## src/rtl/rom_serial_bank_pkg.sv

```systemverilog
// rom_serial_bank_pkg: word timing constants, timing decode bundle and ROM image shared by the serial ROM bank.
package rom_serial_bank_pkg;
    localparam int ROM_ADDR_W = 8;
    localparam int ROM_INST_W = 10;
    localparam logic [5:0] T_IA_FIRST  = 6'd20;
    localparam logic [5:0] T_IA_LAST   = 6'd27;
    localparam logic [5:0] T_FETCH     = 6'd28;
    localparam logic [5:0] T_IS_FIRST  = 6'd45;
    localparam logic [5:0] T_IS_LAST   = 6'd54;
    localparam logic [5:0] T_WORD_LAST = 6'd55;
    localparam logic [6:0] ROMSEL_OP   = 7'b1000000;

    typedef struct packed {
        logic locked;
        logic ia_win;
        logic fetch;
        logic is_win;
        logic decode;
    } word_timing_t;

    // Fixed ROM contents per bank; address 0x3A holds the reference instruction in every bank.
    function automatic logic [9:0] rom_image(input logic [2:0] id, input logic [7:0] a);
        return (a == 8'h3A) ? 10'h2C5 : ({a, 2'b00} ^ {id, 7'h15} ^ {2'b00, a});
    endfunction
endpackage

```

## src/rtl/rom_word_timer.sv

```systemverilog
// rom_word_timer: 56-slot word counter aligned by sync rising edges, window decodes and lock state.
// Optional sticky sync framing checker when ROM_SYNC_CHECK_EN is defined.
module rom_word_timer
    import rom_serial_bank_pkg::*;
(
    input  logic         cph2,
    input  logic         pon,
    input  logic         sync,
    output word_timing_t tim,
    output logic         sync_err
);
    logic [5:0] t_cnt_q, t_cnt_d;
    logic       locked_q, locked_d;
    logic       sync_q;
    logic       sync_rise;

    always_comb begin
        sync_rise  = sync & ~sync_q;
        t_cnt_d    = sync_rise ? T_IS_FIRST + 6'd1 : (t_cnt_q == T_WORD_LAST) ? 6'd0 : t_cnt_q + 6'd1;
        locked_d   = locked_q | sync_rise;
        tim.locked = locked_q;
        tim.ia_win = (t_cnt_q >= T_IA_FIRST) && (t_cnt_q <= T_IA_LAST);
        tim.fetch  = t_cnt_q == T_FETCH;
        tim.is_win = (t_cnt_q >= T_IS_FIRST) && (t_cnt_q <= T_IS_LAST);
        // a realigning sync edge wins over the select decode
        tim.decode = (t_cnt_q == T_WORD_LAST) && !sync_rise;
    end

    always_ff @(posedge cph2 or posedge pon) begin
        if (pon) begin
            t_cnt_q  <= 6'd0;
            locked_q <= 1'b0;
            sync_q   <= 1'b0;
        end else begin
            t_cnt_q  <= t_cnt_d;
            locked_q <= locked_d;
            sync_q   <= sync;
        end
    end

`ifdef ROM_SYNC_CHECK_EN
    logic [3:0] run_q, run_d;
    logic       err_q, err_d;

    always_comb begin
        run_d = sync ? ((run_q == 4'hF) ? run_q : run_q + 4'd1) : 4'd0;
        err_d = err_q | (~sync & sync_q & (run_q != 4'd10)) | (sync_rise & locked_q & (t_cnt_q != T_IS_FIRST));
    end

    always_ff @(posedge cph2 or posedge pon) begin
        if (pon) begin
            run_q <= 4'd0;
            err_q <= 1'b0;
        end else begin
            run_q <= run_d;
            err_q <= err_d;
        end
    end

    assign sync_err = err_q;
`else
    assign sync_err = 1'b0;
`endif
endmodule

```

## src/rtl/rom_serial_bank.sv

```systemverilog
// rom_serial_bank: serial ROM bank taking an address on IA and shifting the instruction onto IS when selected.
// ROM_SYNC_CHECK_EN enables the sticky sync framing error flag in rom_word_timer.
module rom_serial_bank
    import rom_serial_bank_pkg::*;
#(
    parameter int ROM_ID = 0,
    parameter int ADDR_W = ROM_ADDR_W,
    parameter int INST_W = ROM_INST_W
) (
    input  logic cph2,
    input  logic pon,
    input  logic ia,
    input  logic sync,
    input  logic is_in,
    output logic is_out,
    output logic is_oe,
    output logic bank_act,
    output logic sync_err
);
    word_timing_t      tim;
    logic [ADDR_W-1:0] addr_q, addr_d;
    logic [INST_W-1:0] out_q, out_d;
    logic [INST_W-1:0] mon_q, mon_d;
    logic              act_q, act_d;
    logic [INST_W-1:0] mem [2**ADDR_W];

    for (genvar a = 0; a < 2**ADDR_W; a++) begin : g_rom
        assign mem[a] = INST_W'(rom_image(3'(ROM_ID), 8'(a)));
    end

    rom_word_timer u_timer (
        .cph2     (cph2),
        .pon      (pon),
        .sync     (sync),
        .tim      (tim),
        .sync_err (sync_err)
    );

    always_comb begin
        addr_d = tim.ia_win ? {ia, addr_q[ADDR_W-1:1]} : addr_q;
        out_d  = (tim.fetch && tim.locked) ? mem[addr_q] : (tim.is_win && tim.locked) ? out_q >> 1 : out_q;
        mon_d  = tim.is_win ? {is_in, mon_q[INST_W-1:1]} : mon_q;
        // selection changes only at word end, so the fetched word is still emitted by the old bank
        act_d  = (tim.decode && mon_q[6:0] == ROMSEL_OP) ? (mon_q[INST_W-1 -: 3] == 3'(ROM_ID)) : act_q;
        is_oe  = tim.is_win & tim.locked & act_q;
        is_out = is_oe & out_q[0];
    end

    always_ff @(posedge cph2 or posedge pon) begin
        if (pon) begin
            addr_q <= '0;
            out_q  <= '0;
            mon_q  <= '0;
            act_q  <= (ROM_ID == 0);
        end else begin
            addr_q <= addr_d;
            out_q  <= out_d;
            mon_q  <= mon_d;
            act_q  <= act_d;
        end
    end

    assign bank_act = act_q;
endmodule
```

## config.mk

```make
export PLATFORM = sky130hd
export DESIGN_NAME = rom_serial_bank
export DESIGN_NICKNAME = d
export VERILOG_FILES = /design/src/rtl/rom_serial_bank_pkg.sv /design/src/rtl/rom_word_timer.sv /design/src/rtl/rom_serial_bank.sv
export SDC_FILE = /design/constraint.sdc
export NUM_CORES = 1
export LEC_CHECK = 0
export ABC_AREA = 1
export CORE_UTILIZATION = 60
export CTS_BUF_LIST = sky130_fd_sc_hd__clkbuf_8
export CTS_CLUSTER_SIZE = 25
export DETAILED_ROUTE_END_ITERATION = 10
export PLACE_DENSITY = 0.82
export SLEW_MARGIN = 20
export SYNTH_ARGS = -nofsm -noshare
export SYNTH_HDL_FRONTEND = slang
export SYNTH_SLANG_ARGS = --single-unit
```

## constraint.sdc

```tcl
create_clock -name cph2 -period 1.9 [get_ports cph2]
set_input_delay 0.38 -clock cph2 [delete_from_list [all_inputs] [get_ports cph2]]
set_output_delay 0.38 -clock cph2 [all_outputs]
set_load 0.005 [all_outputs]
```

==> qor.yml, run 1 <==
grt_pass1_wl_um: 6310
fin_crit_sh_pct: 105
layout_min_cycle_time_ps: 1990
antenna_left: 0
synth_top_family_by_area: "simple AND/OR/NAND/NOR gates"
synthTopCellsByArea: "dfrtp_1 46%, nand2_1 12%, o21ai_0 8.7%"
synthArstFlopShare_pct: 100
instances_no_fill: 318
start_kind: "flop"
path_depth: 9
areaGrowthSynthToFinish_pct: 17.0
clock-sinks: 37
status: "finished with violations"
yosys_register_bits: 37
cts_tree: "built"
drtIter0Drc: 71
netlist_instances: 247
dr.max_layer_used: "met4"
numCtsBuffers: 5
drt-wirelength-per-cell_um: 11.3
synth_ff_type: "dfrtp_1"
post-place-ws_ps: -202
hold_class: "in2async"
cp-end-kind: "primary output"
wl_met3_um: 135
grt_use_total_pct: 24.7
die_w_um: 59.0
routabilityCongestion: 0.907
drive_above_1_share_pct: 17.2
fin_skew_ps: 8.89
yosys.area_share.xor_xnor_pct: 0.900
rsz0062_at_grt: "true"
firstDrtPassIters: 4
p_per_area_nw_per_um2: 1250
cp_data_required_time_ps: 1520
synth_nets: 259
synthAdderAreaFrac_pct: 4.50
io_pins: 9
portBuffers: 7
yosysWarningCount: 0
die_h_um: 59.0
htreeDepth: 2
clk_path_buf_depth: 2
synth_edf_count: 0
crit_family: "flip-flops"
yosysUniqueCellTypes: 27
drc: 0
cp_slowest_cell: "dfrtp_1"
via_per_inst: 5.04
violations: "negative setup slack"
met2_length_um: 1620
fin_nets: 285
crit_chain: "inv_2 -> ha_4 -> inv_2 -> nand2_1 -> nand2_1 -> o21ai_2 -> nand2_4 -> nor3b_2 -> buf_2"
cp_num_buf_inv: 3
wl_met1_um: 1770
placed_cells: 306
clkLatencyLatePin_ps: 300
timing.final.hold_violations: 0
seq_area_frac_synth_pct: 47.6
synthMuxAreaShare_pct: 0
synthSimpleGateAreaFrac_pct: 26.3
dp_hpwl_um: 2520
drv_cap: 0
worst-setup-path-type: "reg2out"
synthTopCellsByCount: "60 x nand2_1, 40 x inv_1, 36 x dfrtp_1"
ir_drop_mv: 0.603
setup_violations: 2
start_util_pct: 63.3
finalWirelength_um: 3600
fillers: 234
r2r_cells: 11
grt_overflow: 0
antennaDiodeCount: 0
arrival_ps: 1610
yosysTopAreaCell: "dfrtp_1"
cp_max_fo: 3
synth_compound_area_share_pct: 10.1
max_stage_delay_ps: 400
drv_slew: 0
path_clk_slew_ps: 80
synthesis.area_um2: 1950
grt_max_degree: 38
design.core.area_um2: 3080
via_count: 1603
fmax_mhz: 503
netlist.area_leader.share_pct: 46.3
rows: 20
fin_ws_ps: -87.0
yosysMostFrequentCell: "nand2_1"
root_buffer: "clkbuf_8"
grt_pass1_vias: 1449
synth_area_per_cell_um2: 7.88
die_area_um2: 3480
reg2reg_slack_ps: 110
leakagePower_uw: 0.00110
antenna_found_initial: 0
==> layout by cell type, fill, tap and decap left out <==
cell / synthesis / layout
a21oi_1: 2 / 2
buf_12: 0 / 1
buf_2: 2 / 2
buf_4: 3 / 17
buf_6: 1 / 1
clkbuf_8: 0 / 5
clkdlybuf4s50_1: 0 / 5
clkinv_2: 0 / 2
conb_1: 1 / 1
dfrtp_1: 36 / 36
dfstp_2: 1 / 1
ha_1: 7 / 5
ha_2: 0 / 1
ha_4: 0 / 1
inv_1: 40 / 38
inv_2: 1 / 4
nand2_1: 60 / 60
nand2_2: 1 / 1
nand2_4: 2 / 2
nand3_1: 18 / 18
nand3_2: 1 / 1
nand4_1: 4 / 4
nor2_1: 17 / 16
nor2_2: 0 / 1
nor2_4: 1 / 1
nor3_1: 5 / 5
nor3b_2: 0 / 1
o21ai_0: 34 / 34
o21ai_2: 1 / 1
o21bai_1: 1 / 1
or2_2: 4 / 4
xnor2_1: 1 / 1
xor2_1: 1 / 1
==> through the flow <==
stage	hold WS (ps)	setup TNS (ps)	power (uW)	utilization (%)	area [um^2]
after floorplan	411	0	1950	-	1950
after global placement	461	-183	2190	69.8	2150
after detailed placement	470	-303	2230	69.8	2150
after CTS	445	-129	2820	73.7	2270
after global routing	455	-258	3080	74.0	2280
final	432	-96.8	2840	74.0	2280
==> report_power, final <==
part	switching [uW]	internal, uW
registers	135	1010
clock network	287	249
logic	693	468
total	1110	1720
==> layout make-up <==
type	instances	area [um^2]	area share, %
Clock buffer	5	68.8	3.02
Clock inverter	3	13.8	0.604
Inverter	41	154	6.76
Multi-Input combinational cell	162	840	36.9
Sequential cell	37	927	40.7
Tap cell	44	55.1	2.42
Timing Repair Buffer	26	219	9.62
==> sequential cells by signal (all words and copies together), names as in the netlist <==
signal            flops
bank_act              1
mon_q                10
out_q                10
u_timer.t_cnt_q       6
u_timer.locked_q      1
u_timer.sync_q        1
addr_q                8
==> tightest hold or removal path, delay by kind of cell <==
family	cells	cell delay, ps
buffers and inverters	3	710
==> kinds of logic (layout without fill, tap and decap cells) <==
logic type	after synthesis	in the layout
compound gates	38	38
xor+xnor	2	2
fa+ha+maj	7	7
other cells	1	1
flops	37	37
buf+inv	48	75
simple gates	114	114
==> final timing paths <==
| path | start | to |
|---|---|---|
| worst max-delay path | u_timer.t_cnt_q[1] | is_out |
| worst min-delay path | pon | out_q[0] |
| worst max register to register | u_timer.t_cnt_q[0] | out_q[1] |
| worst min register to register | mon_q[1] | mon_q[0] |
| max in group asynchronous | pon | bank_act |
| min in group cph2 | mon_q[1] | mon_q[0] |
==> timing repair <==
| item | 4_1_cts | 5_1_grt |
|---|---|---|
| endpoints found under the setup margin | 2 | 2 |
| setup buffers | 3 | 1 |
| hold buffers | 0 | 0 |
| cloned | 0 | 0 |
| resized for setup | 15 | 1 |
| pin swaps | 3 | 2 |
==> routing by layer <==
layer / vias to the layer above / global-route usage (%)
li1: 823 / -
met1: 741 / 33.4
met2: 31 / 36.7
met3: 8 / 7.03
met4: 0 / 11.2
met5: - / 0
Power figures use the tool's default switching activity.
==> inputs of run 2 (changes only) <==
- CORE_UTILIZATION: 60 -> 56
- PLACE_DENSITY: 0.82 -> 0.81
- SKIP_CTS_REPAIR_TIMING: default -> 1
- clock period: 1.9 -> 1.75 ns (I/O delays scaled with it)
==> run 2 against run 1 <==
Effect of this change: the flow still finishes with violations (negative setup slack); cell area is 2.3% higher; count of clock-buffer cells in the layout rose by 1; die area up 6.9%; utilization shrank 4.2 points; first-iteration DRC count is 66% higher; hold slack worse by 34 ps; flip-flop and latch count is the same; critical path type unchanged; critical endpoint unchanged; highest routed layer unchanged.
==> qor.yml, run 2 (synthesized netlist as in run 1, its figures left out) <==
fin_nets: 286  # +0.35%
antennaDiodeCount: 0  # unchanged
drv_cap: 0  # unchanged
dp_hpwl_um: 2550  # +1.1%
clk_path_buf_depth: 2  # unchanged
firstDrtPassIters: 5  # +1
fin_tns_setup_ps: -359  # -262 ps
die_w_um: 61.0  # +3.4%
via_per_inst: 5.00  # -0.75%
cp_slowest_cell: "dfrtp_1"
drv_slew: 0  # unchanged
p_per_area_nw_per_um2: 1410  # +13%
htreeDepth: 2  # unchanged
max_stage_delay_ps: 400  # about the same
whs_ps: 398  # -34.0 ps
grt_pass1_vias: 1373  # -5.2%
cp_max_fo: 3  # unchanged
die_h_um: 61.0  # +3.4%
fin_crit_sh_pct: 113
clkLatencyLatePin_ps: 290  # about the same
drive_above_1_share_pct: 18.2  # +1.0 points
r2r_cells: 9  # -2
status: "finished with violations"
start_kind: "flop"
worst-setup-path-type: "reg2out"
cts_tree: "built"
timing.final.hold_violations: 0  # unchanged
drtIter0Drc: 118  # +66%
drc: 0  # unchanged
violations: "negative setup slack"
layout_min_cycle_time_ps: 1980
grt_overflow: 0  # unchanged
reg2reg_slack_ps: 110  # about the same
crit_chain: "buf_6 -> ha_4 -> inv_2 -> nand2_1 -> nand2_1 -> o21ai_2 -> nand2_4 -> nor3b_2 -> buf_2"
arrival_ps: 1630  # +20 ps
finalWirelength_um: 3850  # +6.9%
mostFrequentLayoutCell: "nand2_1"
antenna_left: 0  # unchanged
fin_skew_ps: 7.93  # -0.958 ps
antenna_found_initial: 0  # unchanged
r2r_start: "u_timer.t_cnt_q[0]"
clock-sinks: 37  # unchanged
fin_ws_ps: -227  # -140 ps
reg_top3: "mon_q x10, out_q x10, addr_q x8"
crit_family: "flip-flops"
total_power_uw: 3280  # +15%
crit_start: "u_timer.t_cnt_q[0]"
routabilityCongestion: 0.772  # -15%
start_util_pct: 58.3  # -4.9 points
cp-end-kind: "primary output"
rsz0062_at_grt: "true"
mostFrequentLayoutCells: "60 x nand2_1, 37 x inv_1, 36 x dfrtp_1"
grt_pass1_wl_um: 5750  # -9.0%
grt_use_total_pct: 21.6  # -3.0 points
portBuffers: 7  # unchanged
io_pins: 9  # unchanged
reg2reg_to: "out_q[0]"
numCtsBuffers: 5  # unchanged
post-place-ws_ps: -339  # -136 ps
hold_class: "in2async"
leakagePower_uw: 0.00111  # +0.93%
cp_num_buf_inv: 3  # unchanged
die_area_um2: 3720  # +6.9%
fmax_mhz: 506
rows: 21  # +5.0%
areaGrowthSynthToFinish_pct: 19.6
ir_drop_mv: 0.756  # +25%
via_count: 1606  # +0.19%
cp_data_required_time_ps: 1400  # -120 ps
critical-path-top-cell-by-count: "nand2_1"
grt_max_degree: 38  # unchanged
setup_violations: 2  # unchanged
design.core.area_um2: 3340  # +8.4%
root_buffer: "clkbuf_8"
path_clk_slew_ps: 80  # about the same
drt-wirelength-per-cell_um: 12.0  # +5.9%
-- run 2: cell count changes in the layout (fill, tap and decap cells not counted) --
cell | before | now
clkinv_2 | 2 | 0
clkinvlp_4 | 0 | 1
clkbuf_8 | 5 | 6
nand3_2 | 1 | 2
nor2_2 | 1 | 2
bufinv_16 | 0 | 1
nand3_1 | 18 | 17
inv_1 | 38 | 37
-- run 2: final cells by class --
type	count	area [um^2]
fill	276	1010
sequential	37	927
multi-input combinational	163	851
timing repair buffer	26	219
inverter	41	154
clock buffer	6	82.6
tap	46	57.6
clock inverter	2	37.5
-- run 2: worst max path at each step --
stage | slack, ps | cells past startpoint | end
after CTS | -660 | 8 | is_out
final | -230 | 9 | is_out
after floorplan | 120 | 7 | is_out
after global placement | -250 | 8 | is_out
after global routing | -340 | 9 | is_out
after detailed placement | -340 | 9 | is_out
-- run 2: report_power, final --
group	internal (uW)	switching (uW)	total, uW
Sequential	1090	153	1250
Clock	463	309	772
Combinational	470	788	1260
Total	2030	1250	3280
-- run 2: layer usage --
layer | part of all wire [%] | track usage, % | wire length (um)
met5 | 0 | 0 | 0
met4 | 0.26 | 3.90 | 10
met3 | 4.3 | 6.40 | 166
met2 | 50 | 38.9 | 1940
met1 | 45 | 25.8 | 1730
-- run 2: stage by stage --
step           std cells  utilization [%]  area (um^2)
5_1_grt              321             69.8         2330
4_1_cts              316             68.1         2270
3_5_place_dp         308             64.5         2150
3_3_place_gp         308             64.5         2150
6_report             321             69.8         2330
2_1_floorplan        247                -         1950
-- run 2: tightest hold or removal path: stages --
cell and delay [ps]:
clkdlybuf4s50_1 390, inv_1 90, buf_12 220
==> inputs of run 3 (changes only) <==
- CAP_MARGIN: default -> 20
- SYNTH_HIERARCHICAL: default -> 1
==> run 3 against run 2 <==
Effect of this change: the run still ends with negative setup slack left; synthesized cell count decreased by 3.6%; sequential share of layout area is 0.67 points higher; die area down 1.7%; sequential power grew 14%; setup slack better by 120 ps.
==> qor.yml, run 3 <==
status: "finished with violations"
violations: "negative setup slack"
dp_hpwl_um: 2760  # +8.2%
fin_tns_setup_ps: -345  # +14.3 ps
arrival_ps: 1510  # -120 ps
via_count: 1601  # -0.31%
synth_edf_count: 0  # unchanged
synthAdderAreaFrac_pct: 4.58  # +0.082 points
synthTopCellsByArea: "dfrtp_1 47%, nand2_1 8.8%, o21ai_1 6.3%"
drtIter0Drc: 136  # +15%
total_power_uw: 3730  # +14%
utilization_pct: 72.6  # +2.8 points
wl_met1_um: 1740  # +0.40%
yosysWarningCount: 6  # +6
mostFrequentLayoutCells: "42 x nand2_1, 36 x dfrtp_1, 25 x o21ai_1, 25 x inv_1, 22 x buf_4"
final_cell_area_um2: 2290  # -1.7%
drv_cap: 0  # unchanged
antenna_found_initial: 0  # unchanged
start_kind: "flop"
dr.max_layer_used: "met4"
fin_nets: 278  # -2.8%
p_per_area_nw_per_um2: 1630  # +16%
netlist_instances: 238  # -3.6%
synth_ff_type: "dfrtp_1"
reg_top3: "mon_q x10, out_q x10, addr_q x8"
synthMuxAreaShare_pct: 0  # unchanged
numCtsBuffers: 5  # unchanged
grt_overflow: 0  # unchanged
antenna_left: 0  # unchanged
fmax_mhz: 538  # +6.5%
seq_area_frac_synth_pct: 48.5  # +0.87 points
portBuffers: 7  # unchanged
drt-wirelength-per-cell_um: 12.2  # +2.1%
clock-sinks: 37  # unchanged
clkLatencyLatePin_ps: 300  # about the same
die_area_um2: 3650  # -1.7%
synth_compound_area_share_pct: 14.4  # +4.3 points
fin_ws_ps: -107  # +120 ps
start_util_pct: 60.6  # +2.3 points
leakagePower_uw: 0.00108  # -2.7%
rows: 20  # -4.8%
rsz0062_at_grt: "true"
die_w_um: 60.4  # -0.87%
synthSimpleGateAreaFrac_pct: 21.1  # -5.2 points
areaGrowthSynthToFinish_pct: 19.8
yosys.area_share.xor_xnor_pct: 1.37  # +0.47 points
fin_crit_sh_pct: 106  # -6.9 points
mostFrequentLayoutCell: "nand2_1"
cp_max_fo: 4  # +1
met2_length_um: 1790  # -7.9%
grt_pass1_wl_um: 6240  # +8.5%
synthArstFlopShare_pct: 100  # unchanged
grt_max_degree: 30  # -21%
grt_pass1_vias: 1449  # +5.5%
drive_above_1_share_pct: 24.3  # +6.2 points
cp_data_required_time_ps: 1400  # about the same
netlist.area_leader.share_pct: 47.1  # +0.85 points
path_clk_slew_ps: 80  # about the same
worst-setup-path-type: "reg2out"
antennaDiodeCount: 0  # unchanged
firstDrtPassIters: 4  # -1
drv_slew: 0  # unchanged
ir_drop_mv: 0.869  # +15%
synth_nets: 250  # -3.5%
yosysUniqueCellTypes: 30  # +11%
wl_met3_um: 220  # +33%
routabilityCongestion: 0.862  # +12%
timing.final.hold_violations: 0  # unchanged
hold_class: "in2async"
grt_use_total_pct: 23.6  # +2.0 points
drc: 0  # unchanged
fin_skew_ps: 8.57  # +0.642 ps
yosysMostFrequentCell: "nand2_1"
yosys_register_bits: 37  # unchanged
synth_top_family_by_area: "simple AND/OR/NAND/NOR gates"
place_area_um2: 2150  # -0.17%
yosysTopAreaCell: "dfrtp_1"
finalWirelength_um: 3810  # -1.0%
htreeDepth: 2  # unchanged
clk_path_buf_depth: 2  # unchanged
cp-end-kind: "primary output"
io_pins: 9  # unchanged
synthesis.area_um2: 1910  # -1.8%
setup_violations: 8  # +6
design.core.area_um2: 3150  # -5.5%
layout_min_cycle_time_ps: 1860  # -120 ps
via_per_inst: 5.15  # +2.9%
die_h_um: 60.4  # -0.87%
cts_tree: "built"
synth_area_per_cell_um2: 8.03  # +1.9%
root_buffer: "clkbuf_8"
synthTopCellsByCount: "45 x nand2_1, 36 x dfrtp_1, 28 x inv_1"
==> run 3: cell count changes in the layout (fill, tap and decap cells not counted), sizes merged, moves of 5 or more <==
| cell | change |
|---|---|
| o21ai | +5 |
| nand3 | -5 |
| inv | -7 |
| nand2 | -15 |
| a21oi | +8 |
==> run 3: power by group <==
group | leakage (uW) | switching, uW | internal [uW]
clock | 0.0000439 | 310 | 275
combinational | 0.000585 | 992 | 730
sequential | 0.000454 | 253 | 1170
total | 0.00108 | 1550 | 2170
==> run 3: final cells by class <==
cell class,count,area [um^2]
flip-flops and latches,37,927
fillers,250,863
multi-input cells,156,848
repair buffers,30,236
inverters,36,136
clock buffers,5,68.8
well taps,44,55.1
clock inverters,3,17.5
==> run 3: final timing paths <==
| kind | startpoint | to | slack, ps | cells past startpoint |
|---|---|---|---|---|
| worst max-delay path | u_timer/t_cnt_q[0] | is_out | -110 | 8 |
| worst min-delay path | pon | u_timer/locked_q | 320 | 2 |
| worst max register to register | u_timer/t_cnt_q[0] | out_q[6] | -60 | 11 |
| worst min register to register | bank_act | bank_act | 480 | 2 |
| max in group asynchronous | pon | bank_act | 1000 | 3 |
| min in group cph2 | bank_act | bank_act | 480 | 2 |
==> run 3: per-stage QoR <==
step / hold WS (ps) / worst slack [ps] / std cells
after global routing: 359 / -238 / 311
final: 319 / -107 / 311
after global placement: 456 / -243 / 301
after detailed placement: 471 / -312 / 301
after CTS: 327 / -643 / 309
after floorplan: 166 / 25.5 / 238
==> run 3: cell families after synthesis <==
group / count (synthesis)
xor gates and xnor gates: 3
and+or+nand+nor: 92
buffers and inverters: 45
other: 1
adders and majority gates: 7
DFF: 37
AOI/OAI and AO/OA: 53
==> run 3: worst max-delay path: stages (launching register included) <==
cell and delay, ps:
dfrtp_1 430, inv_2 80, ha_4 160, inv_2 50, o21ai_2 50, o21ai_2 70, nand2_2 90, nor3b_2 160
buf_2 120
==> run 3: metal layers <==
metal  vias up  track usage [%]
li1        805                -
met1       738             31.9
met2        50             36.1
met3         8             6.61
met4         0             9.42
met5         -                0
